File: src/rtl/add4_rr_sched.sv
// add4_rr_sched: shares one external 2-stage pipelined 4-operand adder among
// N requesters. The requester is picked round-robin. A valid/ID shadow pipeline
// follows the adder stages, so each sum leaves with the ID of its requester.
// Backpressure on the response port freezes the adder and the shadow pipeline.
module add4_rr_sched #(
  parameter int N    = 4,
  parameter int ID_W = 2
) (
  input  logic            i_clk,
  input  logic            i_rst_n,
  input  logic [N-1:0]    i_req_valid,
  input  logic [N*32-1:0] i_req_ops,
  output logic [N-1:0]    o_req_ready,
  output logic            o_add_enable,
  output logic [7:0]      o_add_a,
  output logic [7:0]      o_add_b,
  output logic [7:0]      o_add_c,
  output logic [7:0]      o_add_d,
  input  logic [9:0]      i_add_sum,
  output logic            o_rsp_valid,
  output logic [ID_W-1:0] o_rsp_id,
  output logic [9:0]      o_rsp_sum,
  input  logic            i_rsp_ready,
  output logic            o_busy
);

  logic            r_v1;
  logic            r_v2;
  logic [ID_W-1:0] r_id1;
  logic [ID_W-1:0] r_id2;
  logic [ID_W-1:0] r_ptr;

  logic            w_adv;
  logic            w_anyGrant;
  logic [ID_W-1:0] w_grantIdx;
  logic [ID_W-1:0] w_ptrNext;
  logic [N-1:0]    w_grant;
  logic [31:0]     w_ops;

  // Index that lies off positions after base, wrapped modulo N.
  function automatic logic [ID_W-1:0] wrapIdx(input logic [ID_W-1:0] base, input int off);
    int s;
    s = int'(base) + off;
    if (s >= N) s = s - N;
    return s[ID_W-1:0];
  endfunction

  // The pipeline may advance when stage 2 is empty or its result is leaving now.
  assign w_adv        = ~r_v2 | i_rsp_ready;
  assign o_add_enable = w_adv;

  // Find the first valid requester at or after the pointer.
  // No grant is given while the pipeline is stalled or in reset.
  always_comb begin
    w_anyGrant = 1'b0;
    w_grantIdx = '0;
    for (int i = 0; i < N; i++) begin
      if (!w_anyGrant && i_req_valid[wrapIdx(r_ptr, i)]) begin
        w_anyGrant = 1'b1;
        w_grantIdx = wrapIdx(r_ptr, i);
      end
    end
    if (!i_rst_n || !w_adv) begin
      w_anyGrant = 1'b0;
      w_grantIdx = '0;
    end
  end

  assign w_grant     = w_anyGrant ? (N'(1) << w_grantIdx) : '0;
  assign o_req_ready = w_grant;
  assign w_ptrNext   = (w_grantIdx == ID_W'(N - 1)) ? '0 : w_grantIdx + ID_W'(1);

  // Route the granted requester's operand slice to the adder. A bubble drives zeros.
  always_comb begin
    w_ops = '0;
    for (int k = 0; k < N; k++) begin
      if (w_grant[k]) w_ops = i_req_ops[32*k +: 32];
    end
  end

  assign o_add_a = w_ops[7:0];
  assign o_add_b = w_ops[15:8];
  assign o_add_c = w_ops[23:16];
  assign o_add_d = w_ops[31:24];

  // Shadow pipeline and round-robin pointer.
  // Both are frozen together with the adder while the response is stalled.
  always_ff @(posedge i_clk or negedge i_rst_n) begin
    if (!i_rst_n) begin
      r_v1  <= 1'b0;
      r_v2  <= 1'b0;
      r_id1 <= '0;
      r_id2 <= '0;
      r_ptr <= '0;
    end else begin
      if (w_adv) begin
        r_v1  <= w_anyGrant;
        r_id1 <= w_grantIdx;
        r_v2  <= r_v1;
        r_id2 <= r_id1;
      end
      if (w_anyGrant) r_ptr <= w_ptrNext;
    end
  end

  assign o_rsp_valid = r_v2;
  assign o_rsp_id    = r_id2;
  assign o_rsp_sum   = i_add_sum;
  assign o_busy      = r_v1 | r_v2;

endmodule

File: config.mk
export PLATFORM = sky130hd
export DESIGN_NAME = add4_rr_sched
export DESIGN_NICKNAME = d
export VERILOG_FILES = /design/src/rtl/add4_rr_sched.sv
export SDC_FILE = /design/constraint.sdc
export NUM_CORES = 1
export LEC_CHECK = 0
export ABC_AREA = 0
export CORE_ASPECT_RATIO = 0.9
export CORE_MARGIN = 2
export CORE_UTILIZATION = 31
export DETAILED_ROUTE_END_ITERATION = 12
export PLACE_DENSITY = 0.93
export RECOVER_POWER = 25
export SETUP_SLACK_MARGIN = 0.3
export SLEW_MARGIN = 5
export SYNTH_ARGS = -nofsm -noshare
export SYNTH_HDL_FRONTEND = slang
export SYNTH_SLANG_ARGS = --single-unit
File: constraint.sdc
create_clock -name i_clk -period 6.1 [get_ports i_clk]
set_input_delay 1.22 -clock i_clk [delete_from_list [all_inputs] [get_ports i_clk]]
set_output_delay 1.22 -clock i_clk [all_outputs]
set_load 0.03 [all_outputs]
==> results.toml <==
[outcome]
outcome = "complete, no violations"

[layout]
syn2layout_area_growth_pct = 93.1
fin_nets = 552
drive_gt1_share_pct = 11.7
n_fill_cell = 482
diodes = 0

[cts]
cts_setup_buffers = 0
postCtsHoldBufs = 0
cts_root_buf = "clkbuf_8"
clk_latency_ns = 0.23
path_clk_slew_ns = 0.04
cts_buffer_depth = 2
clock_sinks = 8
numCtsBuffers = 3
tritoncts = "done"
h-tree-depth = 1

[sta]
slew_headroom_pct = 54.7
post-route-period-util_pct = 91.6
slew_viol_final = 0
worst-slew-pin-transition_ns = 0.679
clock.fmax_mhz = 179
setup_viol = 0
rsz0062_at_grt = "yes"
clock_skew_ns = 0.000657
tns_ns = 0
fin_crit_ns = 5.59
hold_violations = 0
fin_ws_ns = 0.512

[floorplanning]
row_count = 26
core_sq_um = 5600
die_w_um = 83.6
ios = 196
die_h_um = 75.7
floorplan.initialDensity_pct = 31.6
dieArea_sq_um = 6330

[critical_path]
reg2reg_to = "r_ptr[1]"
cp_max_fo = 37
timing.rr.start = "o_rsp_valid"
r2r.worst_path.cells = 8
cp_slowest_stage_delay_ns = 0.73
crit_chain = "clkdlybuf4s50_1, nand4bb_1, a21oi_1, a311oi_2, ha_2, buf_4, nand2_1, a21oi_1, buf_12"
critPathKind = "in -> out"
end_kind = "output port"
reg2reg_slack_ns = 4.18
start_kind = "input port"
cpMostUsedCell = "a21oi_1"
critical_path_arrival_ns = 4.37
slowest_stage = "ha_2"
crit_required_ns = 4.88

[global_routing]
grt.total_usage_pct = 20.3
grt_first_pass_wirelength_um = 10600
grt-ovfl-total = 0
grt_max_degree = 47
grt_pass1_vias = 2220
antenna_found_initial = 0

[logic_synthesis]
synth_compound_area_share_pct = 47.4
synth_top_area_share_pct = 15.8
synth_mux_area_share_pct = 0.566
synth_common_cells = "nand2_1 (46), inv_1 (34), a21oi_1 (33)"
synth_top_family_by_area = "compound AO/OA/AOI/OAI gates"
synthArstFlopShare_pct = 100
yosysMostFrequentCell = "nand2_1"
ys_seq_elements = 8
ys_seq_area_share_pct = 11.3
postSynthAreaPerCell_sq_um = 6.94
ys_warn_count = 0
syn_inst = 255
synth.cell_area_sq_um = 1770
synth-edff-count = 0
synthTopCellsByArea = "a211o_1 (16%), a221oi_1 (16%), dfrtp_1 (11%), nand2_1 (9.8%), a21oi_1 (9.3%)"
synthFlopType = "dfrtp_1"
synth_fp_nets = 404
synthXorXnorAreaFrac_pct = 0
synth_adder_area_share_pct = 2.83
ys_types = 33
synth-simple-area-share_pct = 16.1
synth_top_area_cell = "a211o_1"

[hold_path]
hp-class = "reg -> reg"
hold_path_end = "o_rsp_id[1]"
min-delay-start = "o_rsp_id[1]"
hold_depth = 2

[place]
dpl.hpwl_um = 5760
pre_cts_ws_ns = 0.519
gp_congestion = 0.798
port-buffer-count = 175

[power_and_ir_drop]
power_density_nw_per_um2 = 195
vdd_drop_max_v = 0.000108
p_total_mw = 0.665
p_leak_nw = 1.49

[detailed_routing]
vias_per_cell = 5.34
ant_nets = 0
vias = 2513
drt-initial-drc-count = 96
wl_per_cell_um = 15.6
routed_wirelength_um = 7360
firstDrtPassIters = 5
drc = 0

[job]
maxCapViolations = 0
## timing repair
action,4_1_cts,5_1_grt
resized for setup,0,1
endpoints found under the hold margin,0,0
endpoints found under the setup margin,0,4
## worst max path at each step
stage,from,endpoint,slack [ns],cells past startpoint
after floorplan,i_rsp_ready,o_add_d[0],1.08,12
after global placement,i_req_valid[1],o_add_d[7],0.60,9
after detailed placement,i_req_valid[1],o_add_d[7],0.52,9
after CTS,i_req_valid[1],o_add_c[6],0.51,12
after global routing,i_req_valid[1],o_add_d[7],0.28,9
final,i_req_valid[1],o_add_d[7],0.51,9
## state kept, by name (all words and copies together) (netlist names)
register,cells
o_rsp_id,2
r_v1,1
r_ptr,2
o_rsp_valid,1
r_id1,2
## worst max-delay path, delay by kind of cell
| kind | cells | cell delay, ns |
|---|---|---|
| fa+ha+maj | 1 | 0.73 |
| compound gates | 3 | 0.83 |
| buf+inv | 3 | 1.25 |
| simple gates | 2 | 0.32 |
## metal layers
layer  wire length [um]  vias up  part of all wire [%]  GRT usage [%]
met1               2930     1177                    40           25.1
li1                   -     1208                     -              -
met2               3860      120                    52           38.2
met5                  0        -                     0              0
met4                 92        0                   1.2           4.12
met3                479        8                   6.5           3.03
## report_power, final
part | total (mW) | switching [mW] | internal (mW)
logic | 0.524 | 0.259 | 0.265
clock network | 0.0634 | 0.0207 | 0.0427
registers | 0.0770 | 0.0115 | 0.0656
## kinds of logic after synthesis
kind of cell,after synthesis
mux,1
buf+inv,73
fa+ha+maj,4
compound gates,106
flops,8
simple gates,63
## through the flow
step	std cells	hold WS (ns)	util, %	area, sq um
6_report	471	0.467	61.0	3420
5_1_grt	471	0.489	61.0	3420
4_1_cts	471	0.471	61.0	3420
3_5_place_dp	468	0.463	60.3	3370
3_3_place_gp	468	0.455	60.3	3370
2_1_floorplan	255	0.446	-	1770
## final cells by class
type,instances,area (sq um),area share (%)
clock buffers,3,41.3,1.21
well taps,70,87.6,2.56
inverters,35,131,3.85
repair buffers,181,1760,51.6
flip-flops and latches,8,200,5.86
multi-input cells,174,1190,34.9
## cells in the final DEF (no fill, tap or decap), types with 3 or more instances in the layout
cell	n
nor2_1	3
a221oi_1	32
inv_1	34
a211o_1	32
dfrtp_1	8
buf_4	33
and2_1	4
a21oi_1	33
clkbuf_8	3
clkdlybuf4s50_1	141
buf_12	4
nand2_1	46
(Power assumes the default switching activity.)
